**src/rtl/multdiv_unit_pkg.sv**
```systemverilog
// Shared definitions for the multi-cycle multiply/divide unit.
// Covers state encoding, iteration timing and the operand magnitude helper.
package multdiv_unit_pkg;

  localparam logic [1:0] ST_IDLE = 2'd0;
  localparam logic [1:0] ST_MULT = 2'd1;
  localparam logic [1:0] ST_DIV  = 2'd2;
  localparam logic [1:0] ST_DONE = 2'd3;

  localparam int ITER_COUNT = 32;
  localparam int LATENCY    = 33;

  localparam logic [31:0] DIV_MIN_NEG = 32'h8000_0000;

  // 33-bit magnitude so that -2^31 maps to +2^31 without wrapping
  function automatic logic [32:0] magnitude(input logic [31:0] v);
    logic [32:0] ext;
    ext = {v[31], v};
    if (v[31]) begin
      magnitude = 33'd0 - ext;
    end else begin
      magnitude = ext;
    end
  endfunction

endpackage

```
**src/rtl/multdiv_unit_addsub_33.sv**
```systemverilog
// 33-bit adder/subtractor shared by the multiply accumulate and divide trial step.
// carry is set on subtract when no borrow occurred (a >= b).
module addsub_33 (
  input  logic [32:0] a,
  input  logic [32:0] b,
  input  logic        sub,
  output logic [32:0] sum,
  output logic        carry
);

  logic [32:0] b_eff;
  logic [33:0] total;

  always_comb begin
    b_eff = sub ? ~b : b;
    total = {1'b0, a} + {1'b0, b_eff} + {33'd0, sub};
    sum   = total[32:0];
    carry = total[33];
  end

endmodule

```
**src/rtl/multdiv_unit.sv**
```systemverilog
// Multi-cycle signed 32-bit multiplier / divider for the execute stage.
// A ctrl pulse starts an op; data_resultRDY pulses 33 edges later with the result.
module multdiv_unit
  import multdiv_unit_pkg::*;
#(
  parameter int WIDTH = 32
) (
  input  logic             clock,
  input  logic             reset,
  input  logic [WIDTH-1:0] data_operandA,
  input  logic [WIDTH-1:0] data_operandB,
  input  logic             ctrl_MULT,
  input  logic             ctrl_DIV,
  output logic [WIDTH-1:0] data_result,
  output logic             data_exception,
  output logic             data_resultRDY
);

  logic [1:0]  state;
  logic [5:0]  iter;
  logic [32:0] acc;
  logic [31:0] lo;
  logic [32:0] mag_b;
  logic        neg;
  logic        is_div;
  logic        div_zero;
  logic        div_ovf;

  logic        start_mul;
  logic        start_div;
  logic [32:0] mag_opa;
  logic [32:0] mag_opb;
  logic [32:0] add_a;
  logic [32:0] add_b;
  logic        add_sub;
  logic [32:0] add_sum;
  logic        add_carry;
  logic [32:0] mul_step;
  logic [63:0] product;
  logic [63:0] prod_signed;
  logic [31:0] quot;
  logic [31:0] fin_result;
  logic        fin_exc;

  addsub_33 u_addsub (
    .a     (add_a),
    .b     (add_b),
    .sub   (add_sub),
    .sum   (add_sum),
    .carry (add_carry)
  );

  // Launch decode: multiply wins over a simultaneous divide
  always_comb begin
    start_mul = ctrl_MULT;
    start_div = ctrl_DIV & ~ctrl_MULT;
    mag_opa   = magnitude(data_operandA);
    mag_opb   = magnitude(data_operandB);
  end

  // Adder operand steering: divide shifts the next dividend bit into the remainder
  always_comb begin
    if (state == ST_DIV) begin
      add_a   = {acc[31:0], lo[31]};
      add_b   = mag_b;
      add_sub = 1'b1;
    end else begin
      add_a   = acc;
      add_b   = mag_b;
      add_sub = 1'b0;
    end
    mul_step = lo[0] ? add_sum : acc;
  end

  // Sign correction and exception detection for the finished op
  always_comb begin
    product     = {acc[31:0], lo};
    prod_signed = neg ? (64'd0 - product) : product;
    quot        = neg ? (32'd0 - lo) : lo;
    if (is_div) begin
      if (div_zero) begin
        fin_result = 32'd0;
        fin_exc    = 1'b1;
      end else begin
        fin_result = quot;
        fin_exc    = div_ovf;
      end
    end else begin
      fin_result = prod_signed[31:0];
      fin_exc    = ~((&prod_signed[63:31]) | ~(|prod_signed[63:31]));
    end
  end

  // Control FSM, iteration datapath and registered outputs
  always_ff @(posedge clock or posedge reset) begin
    if (reset) begin
      state          <= ST_IDLE;
      iter           <= 6'd0;
      acc            <= 33'd0;
      lo             <= 32'd0;
      mag_b          <= 33'd0;
      neg            <= 1'b0;
      is_div         <= 1'b0;
      div_zero       <= 1'b0;
      div_ovf        <= 1'b0;
      data_result    <= 32'd0;
      data_exception <= 1'b0;
      data_resultRDY <= 1'b0;
    end else begin
      data_resultRDY <= 1'b0;
      if (start_mul || start_div) begin
        state          <= start_mul ? ST_MULT : ST_DIV;
        iter           <= 6'd0;
        acc            <= 33'd0;
        lo             <= start_mul ? mag_opb[31:0] : mag_opa[31:0];
        mag_b          <= start_mul ? mag_opa : mag_opb;
        neg            <= data_operandA[31] ^ data_operandB[31];
        is_div         <= start_div;
        div_zero       <= (data_operandB == 32'd0);
        div_ovf        <= (data_operandA == DIV_MIN_NEG) && (data_operandB == 32'hFFFF_FFFF);
        data_result    <= 32'd0;
        data_exception <= 1'b0;
      end else begin
        case (state)
          ST_MULT: begin
            acc   <= {1'b0, mul_step[32:1]};
            lo    <= {mul_step[0], lo[31:1]};
            iter  <= iter + 6'd1;
            state <= (iter == 6'(ITER_COUNT - 1)) ? ST_DONE : ST_MULT;
          end
          ST_DIV: begin
            // carry clear means the trial subtract borrowed: keep the shifted remainder
            acc   <= add_carry ? add_sum : add_a;
            lo    <= {lo[30:0], add_carry};
            iter  <= iter + 6'd1;
            state <= (iter == 6'(ITER_COUNT - 1)) ? ST_DONE : ST_DIV;
          end
          ST_DONE: begin
            data_result    <= fin_result;
            data_exception <= fin_exc;
            data_resultRDY <= 1'b1;
            state          <= ST_IDLE;
          end
          ST_IDLE: begin
            state <= ST_IDLE;
          end
          default: begin
            state <= ST_IDLE;
          end
        endcase
      end
    end
  end

endmodule

```
**config.mk**
```make
export PLATFORM = sky130hd
export DESIGN_NAME = multdiv_unit
export DESIGN_NICKNAME = d
export VERILOG_FILES = /design/src/rtl/multdiv_unit_pkg.sv /design/src/rtl/multdiv_unit_addsub_33.sv /design/src/rtl/multdiv_unit.sv
export SDC_FILE = /design/constraint.sdc
export NUM_CORES = 1
export LEC_CHECK = 0
export BUFFER_PORTS_ARGS = -buffer_cell sky130_fd_sc_hd__buf_2
export CAP_MARGIN = 40
export CORE_MARGIN = 4
export CORE_UTILIZATION = 62
export CTS_CLUSTER_SIZE = 30
export DETAILED_ROUTE_END_ITERATION = 12
export PLACE_DENSITY = 0.82
export SLEW_MARGIN = 20
export SYNTH_ARGS = -nofsm -noshare
export SYNTH_HDL_FRONTEND = slang
export SYNTH_SLANG_ARGS = --single-unit
```
**constraint.sdc**
```tcl
create_clock -name clock -period 7.3 [get_ports clock]
set_input_delay 0.365 -clock clock [delete_from_list [all_inputs] [get_ports clock]]
set_output_delay 0.365 -clock clock [all_outputs]
set_load 0.02 [all_outputs]
```
==> results of run 1 <==
## routing by layer
layer,vias to the layer above,wire [µm],track usage
li1,6291,-,-
met1,6432,18300,0.519
met2,865,18900,0.517
met3,99,5520,0.0837
met4,0,1600,0.128
met5,-,0,0
## cell type report
class | instances | area, µm² | share of cell area
Multi-Input combinational cell | 1394 | 9210 | 0.630
Sequential cell | 144 | 3600 | 0.246
Timing Repair Buffer | 120 | 681 | 0.0465
Clock buffer | 17 | 425 | 0.0291
Tap cell | 275 | 344 | 0.0235
Clock inverter | 15 | 186 | 0.0127
Inverter | 46 | 178 | 0.0122
## worst reg2reg max path, cell delays in order (launching register included)
cell and delay [ns]:
dfrtp_1 0.43, inv_1 0.14, ha_4 0.72, buf_4 0.64
xor2_1 0.17, ha_1 0.36, o21ai_0 0.14, a21oi_1 0.43
o21ai_0 0.32, a2111oi_0 0.65, nor2_1 0.15, o221ai_1 0.22
xor2_1 0.34, mux2_2 0.22, a2bb2oi_1 0.16
## logic make-up (layout without fill, tap and decap cells)
family,Yosys count,in the layout,share of synthesized area
AND/OR/NAND/NOR,544,544,0.197
AO/OA/AOI/OAI,532,532,0.253
XOR/XNOR,180,180,0.117
buffers and inverters,177,198,0.0504
flip-flops,144,144,0.268
multiplexers,95,95,0.0745
adder cells (fa/ha/maj),43,43,0.0405
## power by group
part	switching, µW	internal, µW	total [µW]	leakage (µW)
registers	128	858	986	0.00187
logic	565	333	898	0.00426
clock network	428	465	893	0.000297
## cell usage after synthesis, drive strengths merged (9+ instances only)
cell / instances / area (µm²)
a211oi: 25 / 188
a21o: 19 / 143
a21oi: 126 / 631
a221oi: 16 / 146
a31oi: 10 / 62.6
buf: 21 / 92.6
clkbuf: 110 / 413
dfrtp: 144 / 3600
ha: 42 / 526
inv: 44 / 165
mux2: 41 / 462
mux2i: 54 / 541
nand2: 185 / 694
nand2b: 13 / 81.3
nand3: 24 / 125
nand4: 35 / 219
nor2: 155 / 582
nor2b: 10 / 62.6
nor3: 29 / 161
nor4: 23 / 193
o21ai: 177 / 890
o221ai: 9 / 78.8
o31ai: 40 / 305
o41ai: 29 / 262
or4: 31 / 251
xnor2: 92 / 806
xor2: 88 / 771
## stage by stage
stage,setup slack (ns),hold WS (ns)
floorplan,2.22,0.444
finish,2.13,0.0394
global route,1.77,0.104
CTS,2.24,0.0779
detailed placement,2.28,0.465
global placement,2.42,0.456
## flip-flops by register name, indices dropped and copies added, names as in the netlist, 2 cells and up
signal	count
iter	6
acc	33
add_b	33
state	2
lo	32
data_result	32
## cells in the final DEF, fill, tap and decap left out, types with 13 or more instances in the layout
cell type,instances
nor4_1,18
nor2_1,153
ha_1,41
nand3_1,23
nor3_1,26
nand4_1,35
mux2_2,41
mux2i_1,54
clkbuf_16,17
a21o_1,19
inv_1,43
nand2_1,185
a211oi_1,25
o21ai_0,169
xnor2_1,92
dfrtp_1,144
nand2b_1,13
xor2_1,88
o31ai_1,39
or4_1,26
buf_2,102
a221oi_1,15
o41ai_1,28
a21oi_1,126
buf_4,14
## worst paths after layout
check	cells past startpoint	slack (ns)	end	start
max reg2reg	14	2.13	acc[28]$_DFFE_PP0P_	state[0]$_DFF_PP0_
min reg2reg	2	0.47	data_result[23]$_DFFE_PP0P_	data_result[23]$_DFFE_PP0P_
max	14	2.13	acc[28]$_DFFE_PP0P_	state[0]$_DFF_PP0_
max in group asynchronous	4	6.07	lo[8]$_DFFE_PP0P_	reset
min	2	0.04	add_b[32]$_DFFE_PP0N_	reset
min in group clock	3	0.23	add_b[0]$_DFFE_PP0N_	data_operandA[0]
==> impl_metrics.env, run 1 <==
export IMPL_start_util=0.636
export IMPL_critPathRequiredTime_ns=7.66
export IMPL_finalSetupTns_ns=0
export IMPL_dpl_instance_area_mm2=0.0140
export IMPL_vias=13700
export IMPL_fmax_mhz=194
export IMPL_drt_first_iter_violations=1897
export IMPL_fin_util=0.691
export IMPL_syn_instance_count=1715
export IMPL_dr_pass1_iters=8
export IMPL_status="completed"
export IMPL_critPathTopFamily="compound AO/OA/AOI/OAI gates"
export IMPL_wirelength_um=44400
export IMPL_grt_max_degree=78
export IMPL_antenna_cells=0
export IMPL_rsz0062_at_grt="no"
export IMPL_power_leakage_uw=0.00642
export IMPL_fp_dieArea_mm2=0.0241
export IMPL_crit_type="reg2reg"
export IMPL_synth_edff_count=0
export IMPL_vias_per_cell=6.81
export IMPL_nets=1834
export IMPL_setup_viol=0
export IMPL_cts_sinks=144
export IMPL_cts_tree="yes"
export IMPL_path_cells="inv_1 > ha_4 > buf_4 > xor2_1 > ha_1 > o21ai_0 > a21oi_1 > o21ai_0 > a2111oi_0 > nor2_1 > o221ai_1 > xor2_1 > mux2_2 > a2bb2oi_1"
export IMPL_hold_viol_final=0
export IMPL_gr_total_overflow=0
export IMPL_cts_resized_gates=0
export IMPL_ios=102
export IMPL_fp_dieW_um=155
export IMPL_synth_warnings=0
export IMPL_fill_cells=1731
export IMPL_slowest_stage="ha_4"
export IMPL_grt_total_usage=0.356
export IMPL_drv_slew=0
export IMPL_cts_root_buffer_cell="clkbuf_16"
export IMPL_gp_congestion=1.04
export IMPL_drive_gt1_frac=0.131
export IMPL_start_kind="register"
export IMPL_cp_num_buf_inv=2
export IMPL_power_density_mw_per_mm2=190
export IMPL_synth_yosys_seq_area_share=0.268
export IMPL_skew_ns=0.0135
export IMPL_tightest_slew_ns=0.891
export IMPL_final_cells=2011
export IMPL_vdd_drop_max_v=0.000164
export IMPL_relSlewSlack=0.404
export IMPL_clk_latency_ns=0.44
export IMPL_synthArstFlopShare=1.00
export IMPL_clock_path_buffers=2
export IMPL_hpwlAfterDp_um=33200
export IMPL_netlist_area_mm2=0.0135
export IMPL_syn2layout_area_growth_pct=8.65
export IMPL_htreeDepth=4
export IMPL_final_min_clock_period_ns=5.17
export IMPL_syn_nets=1826
export IMPL_core_area_mm2=0.0212
export IMPL_cap_violations=0
export IMPL_fin_crit_sh=0.708
export IMPL_synth_seq_cells=144
export IMPL_numPortBuffers=101
export IMPL_synth_flop_cell="dfrtp_1"
export IMPL_final_area_mm2=0.0146
export IMPL_grt_pass1_wl_um=68600
export IMPL_cts_post_setup_buffers_inserted=0
export IMPL_syn_avg_cell_area_um2=7.85
export IMPL_cp_max_fo=59
export IMPL_hold_class="in2async"
export IMPL_final_antenna_net_count=0
export IMPL_clk_pin_slew_worst_paths_ns=0.08
export IMPL_routedWlPerCell_um=22.1
export IMPL_cts_made_buffers=17
export IMPL_grt_pass1_vias=12400
export IMPL_cts_hold_buffers_added=0
export IMPL_yosysUniqueCellTypes=84
export IMPL_cp_arrival_ns=5.53
export IMPL_dp_cells=1977
export IMPL_die_height_um=155
export IMPL_end_kind="register"
export IMPL_drc=0
export IMPL_total_power_uw=2780
export IMPL_rows=53
export IMPL_antenna_found_initial=0
export IMPL_worst_path_largest_cell_delay_ns=0.72
Note: power is estimated with default switching activity, not from simulation.
==> inputs of run 2 (changes only) <==
Settings changed: CORE_UTILIZATION 62 to 56, PLACE_DENSITY 0.82 to 0.78.
Clock period 7.3 ns to 4.25 ns, I/O delays scaled along.
==> run 2 against run 1 <==
Net effect: cell area increased by 3.9%; register-to-register slack got worse by 1.9 ns; core utilization decreased by 4.6 points; largest cell class unchanged; critical path depth increased by 2; highest routed layer unchanged; critical endpoint is now acc[9]$_DFFE_PP0P_; clock-buffer cell count unchanged.
==> impl_metrics.env, run 2 (synthesis results as in run 1) <==
export IMPL_status="completed"
export IMPL_ios=102
export IMPL_grt_pass1_wl_um=72100
export IMPL_layout_commonest_cell="nand2_1"
export IMPL_multiInputGateArea_mm2=0.00922
export IMPL_dp_cells=2082
export IMPL_grt_max_degree=79
export IMPL_clk_latency_ns=0.45
export IMPL_drc=0
export IMPL_seq_area_mm2=0.00360
export IMPL_power_switching_uw=2020
export IMPL_cts_tree="yes"
export IMPL_end_kind="register"
export IMPL_seqPwrFrac=0.337
export IMPL_cts_made_buffers=17
export IMPL_gp_congestion=0.995
export IMPL_fp_dieW_um=163
export IMPL_fin_crit_sh=0.954
export IMPL_cp_max_fo=40
export IMPL_final_antenna_net_count=0
export IMPL_vdd_drop_max_v=0.000283
export IMPL_routedWlPerCell_um=22.1
export IMPL_critPathTopFamily="compound AO/OA/AOI/OAI gates"
export IMPL_hold_viol_final=0
export IMPL_final_cell_mix="185 x nand2_1, 167 x o21ai_0, 153 x nor2_1"
export IMPL_relSlewSlack=0.463
export IMPL_drt_first_iter_violations=1977
export IMPL_hold_class="in2reg"
export IMPL_tightest_slew_ns=0.805
export IMPL_slowest_stage="o41ai_2"
export IMPL_layout_setup_ws_ns=0.197
export IMPL_final_area_mm2=0.0152
export IMPL_worst_path_largest_cell_delay_ns=0.48
export IMPL_dr_pass1_iters=8
export IMPL_cp_num_buf_inv=4
export IMPL_cp_arrival_ns=4.37
export IMPL_place_ws_ns=-0.0843
export IMPL_cts_root_buffer_cell="clkbuf_16"
export IMPL_vias=14100
export IMPL_antenna_found_initial=0
export IMPL_start_util=0.572
export IMPL_cap_violations=0
export IMPL_cts_sinks=144
export IMPL_hpwlAfterDp_um=35500
export IMPL_clock_power_share=0.322
export IMPL_htreeDepth=4
export IMPL_final_cells=2119
export IMPL_rows=56
export IMPL_clock_path_buffers=2
export IMPL_crit_type="reg2reg"
export IMPL_antenna_cells=0
export IMPL_vias_per_cell=6.64
export IMPL_gr_total_overflow=0
export IMPL_grt_pass1_vias=12700
export IMPL_fin_util=0.646
export IMPL_critPathRequiredTime_ns=4.56
export IMPL_clk_pin_slew_worst_paths_ns=0.09
export IMPL_fill_cells=2073
export IMPL_p_sw_frac=0.409
export IMPL_die_height_um=163
export IMPL_fmax_mhz=247
export IMPL_skew_ns=0.0224
export IMPL_syn2layout_area_growth_pct=12.9
export IMPL_setup_viol=0
export IMPL_dpl_instance_area_mm2=0.0145
export IMPL_wirelength_um=46800
export IMPL_fp_dieArea_mm2=0.0266
export IMPL_intPower_uw=2910
export IMPL_core_area_mm2=0.0235
export IMPL_grt_total_usage=0.343
export IMPL_numPortBuffers=101
export IMPL_path_cells="inv_1 > ha_4 > buf_6 > mux2_2 > buf_4 > ha_1 > nand2_1 > o31ai_1 > nor2_1 > o41ai_2 > a21oi_1 > o211a_1 > buf_12 > mux2_2 > a21oi_1 > o21ai_0"
export IMPL_start_kind="register"
export IMPL_drv_slew=0
export IMPL_nets=1898
export IMPL_power_leakage_uw=0.00674
export IMPL_pwr_share_comb=0.341
export IMPL_rsz0062_at_grt="no"
export IMPL_finalSetupTns_ns=0
export IMPL_power_density_mw_per_mm2=325
export IMPL_final_min_clock_period_ns=4.05
export IMPL_drive_gt1_frac=0.163
## run 2: cell count changes in the layout (fill, tap and decap cells not counted), sizes merged
cell / change
clkinvlp: +1
dlygate4sd3: +1
clkinv: -2
inv: +1
buf: +63
## run 2: path summary, 6_finish.rpt
path	slack, ns	endpoint	depth (start not counted)	from
setup / recovery	0.20	acc[9]$_DFFE_PP0P_	16	state[0]$_DFF_PP0_
hold / removal	0.08	div_ovf$_DFFE_PP0N_	3	data_operandB[22]
setup reg to reg	0.20	acc[9]$_DFFE_PP0P_	16	state[0]$_DFF_PP0_
hold reg to reg	0.48	data_result[13]$_DFFE_PP0P_	2	data_result[13]$_DFFE_PP0P_
max in group asynchronous	2.86	data_result[27]$_DFFE_PP0P_	4	reset
min in group asynchronous	0.39	add_b[20]$_DFFE_PP0N_	3	reset
## run 2: metal layers
layer	wire length [µm]	track usage	part of all wire	vias to the layer above
li1	-	-	-	6424
met1	20200	0.515	0.43	6674
met2	19500	0.483	0.42	862
met3	5320	0.0732	0.11	111
met4	1770	0.127	0.038	0
met5	0	0	0	-
## run 2: repair_timing
| action | in CTS | in global routing |
|---|---|---|
| hold buffers | 1 | 0 |
| gates resized for setup | 0 | 4 |
| hold endpoints to repair | 57 | 0 |
| gates cloned | 0 | 0 |
| buffers inserted | 1 | 2 |
| pin swaps | 0 | 1 |
| setup endpoints to repair | 4 | 27 |
## run 2: power groups by stage
stage / combinational, µW / clock, µW / sequential [µW]
after floorplan: 1140 / 0 / 1590
after global placement: 1590 / 0 / 1680
after detailed placement: 1610 / 0 / 1680
after CTS: 1620 / 1580 / 1650
after global routing: 1810 / 1640 / 1670
final: 1680 / 1590 / 1660
## run 2: stage by stage
stage / total power [µW] / hold WS [ns]
2_1_floorplan: 2730 / 0.333
3_3_place_gp: 3260 / 0.319
3_5_place_dp: 3290 / 0.320
4_1_cts: 4860 / 0.0735
5_1_grt: 5130 / 0.0803
6_report: 4930 / 0.0753
## run 2: cell type report
cell class	instances	area share
multi-input combinational	1394	0.607
sequential	144	0.237
timing repair buffer	184	0.0781
clock buffer	17	0.0280
tap	319	0.0263
clock inverter	15	0.0120
inverter	46	0.0117
## run 2: tightest hold or removal path, delay by kind of cell
family,cells,cell delay (ns)
AOI/OAI and AO/OA,1,0.07
and+or+nand+nor,1,0.08
buffers and inverters,1,0.13
==> inputs of run 3 (changes only) <==
Settings changed: CORE_UTILIZATION 56 to 57, CTS_BUF_LIST from default to sky130_fd_sc_hd__clkbuf_4, CTS_CLUSTER_DIAMETER from default to 120, PLACE_DENSITY 0.78 to 0.79.
==> run 3 against run 2 <==
Net effect: sequential power hardly changed; register-to-register slack lost 0.09 ns; combinational power hardly changed; clock skew up 0.0086 ns; cell count up 0.61%; global-route usage decreased by 0.21 points; core utilization rose by 1.4 points; total power fell by 12%; largest cell class unchanged; worst hold slack worse by 0.028 ns; highest routed layer unchanged; fmax fell by 2.1%; via count grew 0.95%; non-clock buffer count increased by 18.
==> impl_metrics.env, run 3 (synthesis results as in run 1) <==
export IMPL_grt_total_usage=0.341
export IMPL_gp_congestion=1.03
export IMPL_drc=0
export IMPL_skew_ns=0.0309
export IMPL_vias_per_cell=6.66
export IMPL_cts_tree="yes"
export IMPL_total_power_uw=4330
export IMPL_syn2layout_area_growth_pct=12.3
export IMPL_grt_max_degree=73
export IMPL_rrSetupSlack_ns=0.11
export IMPL_cts_made_buffers=17
export IMPL_finalSetupTns_ns=0
export IMPL_cts_sinks=144
export IMPL_clock_path_buffers=2
export IMPL_end_kind="register"
export IMPL_crit_type="reg2reg"
export IMPL_final_cell_mix="185 x nand2_1, 169 x o21ai_0, 153 x nor2_1"
export IMPL_start_kind="register"
export IMPL_worst_path_largest_cell_delay_ns=0.43
export IMPL_vias=14200
export IMPL_drv_slew=0
export IMPL_seq_area_mm2=0.00360
export IMPL_path_cells="inv_1 > ha_4 > buf_12 > buf_4 > mux2i_1 > nand2_1 > o21ai_0 > fa_1 > nand2b_1 > a21oi_1 > o21ai_0 > a21oi_1 > a211oi_1 > xnor2_1 > mux2i_1 > mux2_2 > o22ai_1"
export IMPL_vdd_drop_max_v=0.000172
export IMPL_grt_pass1_wl_um=71100
export IMPL_power_density_mw_per_mm2=286
export IMPL_die_height_um=162
export IMPL_tightest_slew_ns=0.797
export IMPL_critPathTopFamily="compound AO/OA/AOI/OAI gates"
export IMPL_cap_violations=0
export IMPL_fp_dieW_um=162
export IMPL_fin_crit_sh=0.974
export IMPL_fin_util=0.659
export IMPL_gr_total_overflow=0
export IMPL_clk_pin_slew_worst_paths_ns=0.18
export IMPL_hpwlAfterDp_um=35200
export IMPL_power_leakage_uw=0.00669
export IMPL_dr_pass1_iters=8
export IMPL_core_area_mm2=0.0229
export IMPL_drive_gt1_frac=0.156
export IMPL_relSlewSlack=0.467
export IMPL_htreeDepth=4
export IMPL_fp_dieArea_mm2=0.0261
export IMPL_wirelength_um=46400
export IMPL_antenna_found_initial=1
export IMPL_start_util=0.587
export IMPL_place_ws_ns=0.0119
export IMPL_numPortBuffers=101
export IMPL_hold_viol_final=0
export IMPL_cp_arrival_ns=4.66
export IMPL_layout_setup_ws_ns=0.110
export IMPL_clk_latency_ns=0.60
export IMPL_cts_root_buffer_cell="clkbuf_4"
export IMPL_nets=1916
export IMPL_cp_num_buf_inv=3
export IMPL_final_antenna_net_count=0
export IMPL_drt_first_iter_violations=2211
export IMPL_layout_commonest_cell="nand2_1"
export IMPL_fmax_mhz=242
export IMPL_critPathRequiredTime_ns=4.77
export IMPL_setup_viol=0
export IMPL_status="completed"
export IMPL_grt_pass1_vias=12700
export IMPL_routedWlPerCell_um=21.8
export IMPL_final_min_clock_period_ns=4.14
export IMPL_slowest_stage="dfrtp_1"
export IMPL_rsz0062_at_grt="no"
export IMPL_rows=55
export IMPL_ios=102
export IMPL_hold_class="in2reg"
export IMPL_multiInputGateArea_mm2=0.00921
export IMPL_cp_max_fo=11
export IMPL_fill_cells=1971
## run 3: per-stage QoR
stage	instances	instance area [µm²]	hold slack [ns]
global placement	2065	14400	0.380
detailed placement	2066	14400	0.382
floorplan	1715	13500	0.333
CTS	2127	15100	0.00307
finish	2132	15100	0.0475
global route	2132	15100	0.0111
## run 3: path summary, 6_finish.rpt
kind | from | to | depth (start not counted)
worst max register to register | state[0]$_DFF_PP0_ | acc[18]$_DFFE_PP0P_ | 17
worst min-delay path | data_operandA[22] | add_b[22]$_DFFE_PP0N_ | 3
max in group asynchronous | reset | data_result[30]$_DFFE_PP0P_ | 4
worst max-delay path | state[0]$_DFF_PP0_ | acc[18]$_DFFE_PP0P_ | 17
worst min register to register | data_result[2]$_DFFE_PP0P_ | data_result[2]$_DFFE_PP0P_ | 2
min in group asynchronous | reset | add_b[32]$_DFFE_PP0N_ | 3
## run 3: repair_timing
item,CTS,global route
hold buffers,28,0
endpoints found under the setup margin,1,20
resized for setup,0,1
endpoints found under the hold margin,94,0
setup buffers,1,4
## run 3: metal layers
metal	vias to the layer above	share of wire	global-route usage	wire length, µm
met2	949	0.42	0.495	19600
met4	0	0.037	0.125	1700
met3	113	0.13	0.0853	5840
li1	6456	-	-	-
met5	-	0	0	0
met1	6686	0.42	0.493	19300
## run 3: area by class of cell
| type | count | share of cell area |
|---|---|---|
| Clock buffer | 17 | 0.00845 |
| Sequential cell | 144 | 0.239 |
| Tap cell | 313 | 0.0259 |
| Antenna cell | 1 | 0.000166 |
| Timing Repair Buffer | 202 | 0.0923 |
| Multi-Input combinational cell | 1394 | 0.610 |
| Clock inverter | 15 | 0.0130 |
| Inverter | 46 | 0.0118 |
## run 3: where the power goes
group	leakage, µW	total [µW]	switching (µW)	internal, µW
sequential	0.00187	1670	193	1470
combinational	0.00465	1680	1040	643
clock	0.000169	982	696	286
total	0.00669	4330	1920	2400
## run 3: worst reg2reg max path: cells and delay by family (launching register included)
family,cells,cell delay (ns)
mux,3,0.63
flops,1,0.43
xor+xnor,1,0.42
buf+inv,3,0.38
fa+ha+maj,2,0.60
simple gates,2,0.27
compound gates,6,1.35
